--- src/rtl/rr_mux4_arbiter_pkg.sv ---
// Shared types and constants for the round-robin 4:1 mux arbiter.
// Holds the state encoding, the requester/select widths and a few small helper functions.
package rr_mux4_arbiter_pkg;

   localparam int unsigned REQ_N = 4;
   localparam int unsigned SEL_W = 2;

   typedef enum logic {
      StIdle  = 1'b0,
      StGrant = 1'b1
   } state_e;

   // Hold counter width; a counter of at least one bit is kept even when MAX_HOLD is 1.
   function automatic int unsigned hold_width(int unsigned max_hold);
      return (max_hold <= 2) ? 1 : $clog2(max_hold);
   endfunction

   function automatic logic [REQ_N-1:0] onehot(logic [SEL_W-1:0] idx);
      return REQ_N'(1) << idx;
   endfunction

endpackage

--- src/rtl/rr_mux4_arbiter_if.sv ---
// Request/data/grant bundle between four requesters and the arbiter.
// The master side drives requests and data; the slave side (the arbiter) returns grant and output.
interface rr_mux4_arbiter_if
   import rr_mux4_arbiter_pkg::*;
#(
   parameter int unsigned DW = 8
);
   logic [REQ_N-1:0] req;
   logic [DW-1:0]    in0;
   logic [DW-1:0]    in1;
   logic [DW-1:0]    in2;
   logic [DW-1:0]    in3;
   logic [REQ_N-1:0] gnt;
   logic [SEL_W-1:0] sel;
   logic [DW-1:0]    out;
   logic             out_vld;

   modport master (
      output req, in0, in1, in2, in3,
      input  gnt, sel, out, out_vld
   );

   modport slave (
      input  req, in0, in1, in2, in3,
      output gnt, sel, out, out_vld
   );
endinterface

--- src/rtl/rr_pick4.sv ---
// Combinational rotating priority encoder: searches req starting at ptr, wrapping mod 4.
// win is only meaningful when any is set.
module rr_pick4
   import rr_mux4_arbiter_pkg::*;
(
   input  logic [REQ_N-1:0] req,
   input  logic [SEL_W-1:0] ptr,
   output logic             any,
   output logic [SEL_W-1:0] win
);

   logic [SEL_W-1:0] idx;

   // Scan from the farthest offset down so the nearest set bit after ptr is the last write.
   always_comb begin
      any = |req;
      win = ptr;
      idx = ptr;
      for (int off = REQ_N - 1; off >= 0; off--) begin
         idx = ptr + SEL_W'(off);
         if (req[idx]) begin
            win = idx;
         end
      end
   end

endmodule

--- src/rtl/rr_mux4_arbiter.sv ---
// Round-robin arbiter for four requesters sharing a registered 4:1 data mux.
// Grants one requester for at most MAX_HOLD cycles, re-arbitrating without a bubble on release.
module rr_mux4_arbiter
   import rr_mux4_arbiter_pkg::*;
#(
   parameter int unsigned DW       = 8,
   parameter int unsigned MAX_HOLD = 4
) (
   input  logic             clk,
   input  logic             rst_n,
   rr_mux4_arbiter_if.slave bus
);

   localparam int unsigned         HOLD_W    = hold_width(MAX_HOLD);
   localparam logic [HOLD_W-1:0]   HOLD_LAST = HOLD_W'(MAX_HOLD - 1);

   state_e           state_q, state_d;
   logic [REQ_N-1:0] gnt_q, gnt_d;
   logic [SEL_W-1:0] sel_q, sel_d;
   logic [SEL_W-1:0] ptr_q, ptr_d;
   logic [HOLD_W-1:0] hold_q, hold_d;
   logic [DW-1:0]    out_q;
   logic             out_vld_q;

   logic [SEL_W-1:0] sel_next;
   logic [SEL_W-1:0] pick_ptr;
   logic             pick_any;
   logic [SEL_W-1:0] pick_win;
   logic             release_gnt;
   logic [DW-1:0]    mux_data;

   assign sel_next = sel_q + SEL_W'(1);

   // While granted, the picker already searches from sel+1 so a release can hand over in one edge.
   assign pick_ptr = (state_q == StGrant) ? sel_next : ptr_q;

   rr_pick4 u_pick (
      .req (bus.req),
      .ptr (pick_ptr),
      .any (pick_any),
      .win (pick_win)
   );

   assign release_gnt = !bus.req[sel_q] || (hold_q == HOLD_LAST);

   always_comb begin
      state_d = state_q;
      gnt_d   = gnt_q;
      sel_d   = sel_q;
      ptr_d   = ptr_q;
      hold_d  = hold_q;
      unique case (state_q)
         StIdle: begin
            gnt_d = '0;
            if (pick_any) begin
               state_d = StGrant;
               gnt_d   = onehot(pick_win);
               sel_d   = pick_win;
               hold_d  = '0;
            end
         end
         StGrant: begin
            if (!release_gnt) begin
               hold_d = hold_q + HOLD_W'(1);
            end else begin
               ptr_d  = sel_next;
               hold_d = '0;
               if (pick_any) begin
                  gnt_d = onehot(pick_win);
                  sel_d = pick_win;
               end else begin
                  state_d = StIdle;
                  gnt_d   = '0;
               end
            end
         end
         default: state_d = StIdle;
      endcase
   end

   always_comb begin
      mux_data = bus.in0;
      unique case (sel_q)
         2'd0: mux_data = bus.in0;
         2'd1: mux_data = bus.in1;
         2'd2: mux_data = bus.in2;
         2'd3: mux_data = bus.in3;
         default: mux_data = bus.in0;
      endcase
   end

   always_ff @(posedge clk or negedge rst_n) begin
      if (!rst_n) begin
         state_q <= StIdle;
         gnt_q   <= '0;
         sel_q   <= '0;
         ptr_q   <= '0;
         hold_q  <= '0;
      end else begin
         state_q <= state_d;
         gnt_q   <= gnt_d;
         sel_q   <= sel_d;
         ptr_q   <= ptr_d;
         hold_q  <= hold_d;
      end
   end

   // out only loads during granted cycles, so it keeps its last value while out_vld is low.
   always_ff @(posedge clk or negedge rst_n) begin
      if (!rst_n) begin
         out_q     <= '0;
         out_vld_q <= 1'b0;
      end else begin
         out_vld_q <= (state_q == StGrant);
         if (state_q == StGrant) begin
            out_q <= mux_data;
         end
      end
   end

   assign bus.gnt     = gnt_q;
   assign bus.sel     = sel_q;
   assign bus.out     = out_q;
   assign bus.out_vld = out_vld_q;

endmodule

--- src/flat_wrapper.sv ---
// flat-port wrapper written by rule: the top's interface ports become plain ports
module rr_mux4_arbiter_flat import rr_mux4_arbiter_pkg::*;
#(
   parameter int unsigned DW       = 8,
   parameter int unsigned MAX_HOLD = 4
)
  (clk, rst_n, bus_req, bus_in0, bus_in1, bus_in2, bus_in3, bus_gnt, bus_sel, bus_out, bus_out_vld);
  rr_mux4_arbiter_if #(.DW(DW)) bus_i ();
  input  logic clk;
  input  logic rst_n;
  input wire logic [$bits(bus_i.req)-1:0] bus_req;
  input wire logic [$bits(bus_i.in0)-1:0] bus_in0;
  input wire logic [$bits(bus_i.in1)-1:0] bus_in1;
  input wire logic [$bits(bus_i.in2)-1:0] bus_in2;
  input wire logic [$bits(bus_i.in3)-1:0] bus_in3;
  output wire logic [$bits(bus_i.gnt)-1:0] bus_gnt;
  output wire logic [$bits(bus_i.sel)-1:0] bus_sel;
  output wire logic [$bits(bus_i.out)-1:0] bus_out;
  output wire logic [$bits(bus_i.out_vld)-1:0] bus_out_vld;
  assign bus_i.req = bus_req;
  assign bus_i.in0 = bus_in0;
  assign bus_i.in1 = bus_in1;
  assign bus_i.in2 = bus_in2;
  assign bus_i.in3 = bus_in3;
  assign bus_gnt = bus_i.gnt;
  assign bus_sel = bus_i.sel;
  assign bus_out = bus_i.out;
  assign bus_out_vld = bus_i.out_vld;
  rr_mux4_arbiter #(.DW(DW), .MAX_HOLD(MAX_HOLD)) u_core (.clk(clk), .rst_n(rst_n), .bus(bus_i));
endmodule
--- config.mk ---
export PLATFORM = sky130hd
export DESIGN_NAME = rr_mux4_arbiter_flat
export DESIGN_NICKNAME = d
export VERILOG_FILES = /design/src/rtl/rr_mux4_arbiter_pkg.sv /design/src/rtl/rr_mux4_arbiter_if.sv /design/src/rtl/rr_pick4.sv /design/src/rtl/rr_mux4_arbiter.sv /design/src/flat_wrapper.sv
export SDC_FILE = /design/constraint.sdc
export NUM_CORES = 1
export LEC_CHECK = 0
export CAP_MARGIN = 10
export CORE_ASPECT_RATIO = 0.8
export CORE_MARGIN = 2
export CORE_UTILIZATION = 30
export DETAILED_ROUTE_END_ITERATION = 8
export DONT_BUFFER_PORTS = 1
export SLEW_MARGIN = 10
export SYNTH_ARGS = -nofsm -noshare
export SYNTH_HDL_FRONTEND = slang
export SYNTH_SLANG_ARGS = --single-unit
--- constraint.sdc ---
create_clock -name clk -period 1.86 [get_ports clk]
set_input_delay 0.558 -clock clk [delete_from_list [all_inputs] [get_ports clk]]
set_output_delay 0.558 -clock clk [all_outputs]
set_load 0.01 [all_outputs]
After elaboration in Yosys (flattened, before gate mapping)
Index checks and enable logic that the tools add are counted.
{"block": "classes", "add_sub_neg": 5, "multipliers": 0, "n_div": 0, "order_cmp": 5, "n_eq_ne": 6, "shift": 1, "n_mux": 28, "bitwise_logic": 1, "reduce_logical": 5}
{"operator": "$pmux 8 s4", "count": 1}
{"operator": "$mux 2", "count": 9}
{"operator": "$lt 2x3->1 const B", "count": 5}
{"operator": "$bmux 1 s2", "count": 5}
{"operator": "$mux 4", "count": 2}
{"operator": "$pmux 2 s2", "count": 2}
{"operator": "$pmux 4 s2", "count": 1}
{"operator": "$mux 1", "count": 7}
{"operator": "$add 2x1->2 const B", "count": 3}
{"operator": "$eq 2x2->1 const B", "count": 3}
{"operator": "$add 2x2->2 const B", "count": 2}
{"operator": "$reduce_or 4->1", "count": 1}
{"operator": "$shl 1x2->4 const A", "count": 1}
{"operator": "$eq 2x1->1 const B", "count": 1}
{"operator": "$logic_not 2->1", "count": 1}
{"operator": "$ne 2x1->1 const B", "count": 1}
{"operator": "$ne 2x2->1 const B", "count": 1}
{"operator": "$pmux 1 s2", "count": 1}
{"operator": "$reduce_and 2->1", "count": 1}
{"operator": "$logic_not 1->1", "count": 1}
{"operator": "$logic_or 1x1->1", "count": 1}
{"operator": "$not 1->1", "count": 1}
{"block": "word_totals", "regBits": 20, "latchBits": 0, "ramBits": 0, "rom_bits": 0, "in_bits": 38, "n_memories": 0}

Depth between registers and ports, before layout
{"block": "logic_depth", "depth_word": 13, "depth_mapped": 7, "mapped_depth_nobuf": 7}

Hierarchy
From an unflattened synthesis, not the netlist that was laid out.
{"block": "hier_totals", "cells_unflattened": 109, "hier_area_um2": 1163.6}
{"mod": "rr_mux4_arbiter", "instances": 1, "cells_each": 93, "area_each_um2": 1063.5, "seq_area_each_um2": 500.5}
{"mod": "rr_pick4", "instances": 1, "cells_each": 16, "area_each_um2": 100.1, "seq_area_each_um2": 0.0}

Worst setup path before layout
OpenSTA, ideal clock, no wires.
{"block": "synth_timing", "kind": "register -> register", "start": "reg u_core.sel_q[0] (netlist: u_core.bus.sel[0])", "end": "reg u_core.gnt_q[2] (netlist: u_core.bus.gnt[2])", "arrival_time_ns": 1.943, "t_required_ns": 1.786, "path_slack_ns": -0.157, "stages_incl_launch_ff": 8, "path_buffers": 0, "period_less_slack_ns": 2.017, "cell_sequence": "dfrtp_1 inv_1 ha_1 mux2i_1 mux2i_1 a2bb2oi_1 or3_4 o21ai_2"}
{"block": "synth_between", "elab_chain_len": 13, "elab_cells_between_ends": 26, "cone_classes": "add/sub: 4; eq/ne: 1; shift: 1; mux: 18; reduce/logical: 2"}
{"element": "start, declared", "line": "rr_mux4_arbiter.sv:19", "text": "logic [SEL_W-1:0] sel_q, sel_d;"}
{"element": "start signal, assigned", "line": "rr_mux4_arbiter.sv:102", "text": "sel_q <= sel_d;"}
{"element": "$add 2x1->2 *", "line": "rr_mux4_arbiter.sv:32", "text": "assign sel_next = sel_q + SEL_W'(1);"}
{"element": "named net u_core.sel_next[0]", "line": "rr_mux4_arbiter.sv:25", "text": "logic [SEL_W-1:0] sel_next;"}
{"element": "$mux 2 *", "line": "rr_mux4_arbiter.sv:35", "text": "assign pick_ptr = (state_q == StGrant) ? sel_next : ptr_q;"}
{"element": "$add 2x2->2", "line": "rr_pick4.sv:20", "text": "idx = ptr + SEL_W'(off);"}
{"element": "$bmux 1 s2", "line": "rr_pick4.sv:21", "text": "if (req[idx]) begin"}
{"element": "$mux 1 (not written as such)", "line": "rr_pick4.sv:21"}
{"element": "$mux 2 (3 in series)", "line": "rr_pick4.sv:21"}
{"element": "$mux 2 *", "line": "rr_pick4.sv:21"}
{"element": "$shl 1x2->4 *", "line": "rr_mux4_arbiter_pkg.sv:19", "text": "return REQ_N'(1) << idx;"}
{"element": "$mux 4 *", "line": "rr_mux4_arbiter.sv:55, rr_mux4_arbiter.sv:68"}
{"element": "$mux 4", "line": "rr_mux4_arbiter.sv:63", "text": "if (!release_gnt) begin"}
{"element": "$pmux 4 s2 *", "line": "rr_mux4_arbiter.sv:52", "text": "unique case (state_q)"}
{"element": "end signal, assigned", "line": "rr_mux4_arbiter.sv:101", "text": "gnt_q <= gnt_d;"}
{"element": "end, declared", "line": "rr_mux4_arbiter.sv:18", "text": "logic [REQ_N-1:0] gnt_q, gnt_d;"}
Mark *: on every way through the listed nets, which the timed path passes. The rest lies on a longest branch. The select of a mux whose other input is x is not followed.
A chain may end at the register's enable or synchronous reset.

Worst setup path in the final report
{"block": "layout_timing", "start": "reg u_core.sel_q[0] (netlist: u_core.bus.sel[0])", "end": "reg u_core.gnt_q[3] (netlist: u_core.bus.gnt[3])"}
{"block": "layout_between", "elab_chain_len": 13, "elab_cells_between_ends": 26, "cone_classes": "add/sub: 4; eq/ne: 1; shift: 1; mux: 18; reduce/logical: 2"}
{"element": "$add 2x1->2", "line": "rr_mux4_arbiter.sv:32"}
{"element": "$mux 2", "line": "rr_mux4_arbiter.sv:35"}
{"element": "$add 2x2->2", "line": "rr_pick4.sv:20"}
{"element": "$bmux 1 s2", "line": "rr_pick4.sv:21"}
{"element": "$mux 1 (not written as such)", "line": "rr_pick4.sv:21"}
{"element": "$mux 2 (4 in series)", "line": "rr_pick4.sv:21"}
{"element": "$shl 1x2->4", "line": "rr_mux4_arbiter_pkg.sv:19"}
{"element": "$mux 4", "line": "rr_mux4_arbiter.sv:55, rr_mux4_arbiter.sv:68"}
{"element": "$mux 4", "line": "rr_mux4_arbiter.sv:63"}
{"element": "$pmux 4 s2", "line": "rr_mux4_arbiter.sv:52"}
Parallel ways exist; a longest one is shown, timed or not. The select of a mux whose other input is x is not followed.

==> impl_metrics.toml <==
[synthesis]
yosysSeqAreaShare_pct = 44.30
synth_top_area_share_pct = 44.30
synth.most_common_cell = "dfrtp_1"
synthFlopType = "dfrtp_1"
ys_types = 29
synth-seq-cells = 20
synthTopCellsByArea = "dfrtp_1, mux2_2, a222oi_1"
syn-mean-instance-area_sq_um = 10.76
syn_inst = 105
yosys.area.top_type = "dfrtp_1"
syn_area_sq_mm = 0.001130
synth_edf_count = 0
yosysWarnings = 0
yosys-top-cells-count = "dfrtp_1, nand2_1, mux2_2"
synth_fp_nets = 148
async_flop_share_pct = 100.0

[clock_network]
clkSinkCount = 20
clock-root-buffer = "clkbuf_8"
cts_buffers = 3
insertion_delay_ps = 260
clkTransAtPathRegs_ps = 70
clk_path_buf_depth = 2
cts_tree = "built"
cts_max_level = 1

[job]
maxCapViolations = 0

[pwr]
p_int_mw = 1.526
pwr-share-clk_pct = 13.4
peakVddDrop_v = 0.0004745
switchingPower_uw = 968.9
swShare_pct = 38.83
p_per_area_mw_per_mm2 = 1843
p_comb_share_pct = 55.0
power.leakage_nw = 0.5761
seqPwrFrac_pct = 31.6

[timing]
rsz0062_at_grt = "yes"
clock_skew_ps = 4.063
finalHoldViolCount = 0
finalSetupTns_ps = 0
relSlewSlack_pct = 37.46
slew_viol_final = 0
tightest_slew_ps = 935.0
fmax_mhz = 553.3
finalSetupViolCount = 0
min_period_ps = 1807
finalCritPeriodShare_pct = 97.18

[route]
ant_nets = 0
vias = 926
post-route-drc-count = 0
first_pass_iters = 5
dr.first_iter.drc_count = 105
wirelength_um = 2785
wl_per_cell_um = 17.74
viasPerCell = 5.898

[worst_setup_path]
cp_max_fo = 8
cp-start-kind = "register"
cp_data_required_time_ps = 2050
slowest_delay_ps = 530
critPathBufInv = 1
cp_cell_sequence = "buf_4, mux4_2, nand2b_2, nor2_4, or3_4, o21ai_2"
startpoint = "u_core.bus.sel[0]$_DFFE_PN0P_"
path_class = "register to register"
crit_arrival_ps = 2000
r2r_start = "u_core.bus.sel[0]$_DFFE_PN0P_"
reg2reg_slack_ps = 50
crit_family = "simple AND/OR/NAND/NOR gates"
cp-end-kind = "register"
crit_slowest_cell = "mux4_2"

[placement]
place_congestion = 0.9122
port_buffers = 0
place_inst = 149
dp.final_hpwl_um = 2107

[layout]
antennaDiodeCount = 0
final_nets = 159
multi_input_area_sq_um = 644.4
post-route-util_pct = 38.48
stdcell_count = 157
num-fill-cells = 343
seq_area_sq_um = 501.7
drive_gt1_share_pct = 34.78
syn2layout_area_growth_pct = 19.82

[floorplan]
num_rows = 19
ios = 53
die_y_um = 58.89
die_x_um = 72.61
die_area_sq_mm = 0.004276
start_util_pct = 32.11
coreArea_sq_mm = 0.003518

[grt]
grt_max_degree = 21
grt_overflow = 0
grt_pass1_wl_um = 4533
grt_usage_pct = 13.55
antenna_found_initial = 0
first_global_vias = 906

[worst_hold_path]
hold_class = "register to register"
hold_start = "u_core.hold_q[1]$_DFFE_PN0P_"

[status]
outcome = "completed"
path summary, 6_finish.rpt:
path | cells after the start | end
min in group asynchronous | 1 | u_core.bus.out[5]$_DFFE_PN0P_
worst max-delay path | 6 | u_core.bus.gnt[3]$_DFFE_PN0N_
max in group asynchronous | 1 | u_core.bus.sel[0]$_DFFE_PN0P_
worst max register to register | 6 | u_core.bus.gnt[3]$_DFFE_PN0N_
worst min register to register | 1 | u_core.hold_q[1]$_DFFE_PN0P_
worst min-delay path | 1 | u_core.hold_q[1]$_DFFE_PN0P_
cells by family (layout without fill, tap and decap cells):
| kind of cell | count (synthesis) | after routing | share of synthesized area [%] |
|---|---|---|---|
| buffers and inverters | 9 | 19 | 2.990 |
| AOI/OAI and AO/OA | 32 | 32 | 21.37 |
| DFF | 20 | 20 | 44.30 |
| muxes | 14 | 14 | 14.62 |
| adders and majority gates | 5 | 5 | 5.537 |
| and+or+nand+nor | 25 | 25 | 11.19 |
power by group through the flow:
stage | logic, mW | registers, mW | clock network (mW)
2_1_floorplan | 0.899 | 0.799 | 0
4_1_cts | 1.23 | 0.794 | 0.349
6_report | 1.37 | 0.790 | 0.333
3_5_place_dp | 1.18 | 0.804 | 0
3_3_place_gp | 1.14 | 0.797 | 0
5_1_grt | 1.52 | 0.811 | 0.364
cell type report:
| class | instances | share of cell area, % |
|---|---|---|
| Timing Repair Buffer | 11 | 6.285 |
| Inverter | 4 | 1.109 |
| Sequential cell | 20 | 37.06 |
| Clock buffer | 4 | 4.067 |
| Multi-Input combinational cell | 76 | 47.60 |
| Tap cell | 42 | 3.882 |
layout by cell type, fill, tap and decap left out, types with 2 or more instances in the layout:
cell type  Yosys  layout
dfrtp_1       20      19
nand2_1       11      11
mux2_2        10      10
buf_4          0      10
a222oi_1       8       8
o21ai_0        8       7
nor2_1         4       4
a31oi_1        4       4
ha_1           5       4
clkbuf_8       0       4
nand2b_1       3       3
inv_2          0       2
inv_1          4       2
o21ai_1        1       2
a21oi_1        2       2
a2bb2oi_2      0       2
mux2i_1        3       2
o21ai_2        2       2
a32o_1         2       2
state kept, by name, indices dropped and copies added (netlist names):
register,flops
u_core.hold_q,2
u_core.bus.gnt,4
u_core.bus.out_vld,1
u_core.state_q,1
u_core.ptr_q,2
u_core.bus.out,8
u_core.bus.sel,2
what timing repair did:
action                                 in CTS  in global routing
gates resized for setup                     0                  6
setup endpoints to repair                   2                  6
pin swaps                                   0                  1
endpoints found under the hold margin      20                  0
hold buffers                                1                  0
setup buffers                               1                  2
metrics by stage:
step	hold slack [ps]	instance area, sq um	setup WS (ps)	total power [mW]
finish	520.0	1354	52.53	2.495
global route	552.4	1354	-47.29	2.694
CTS	530.2	1309	4.735	2.372
detailed placement	262.9	1236	7.534	1.987
global placement	262.8	1236	66.78	1.932
floorplan	262.4	1150	3.478	1.698
per-layer routing:
metal,part of all wire (%),GRT usage (%),routed length [um]
met5,0,0,0
met4,2.2,5.291,61
met3,3.6,2.568,99
met2,53,23.25,1479
met1,41,16.95,1145
Power figures use the tool's default switching activity.
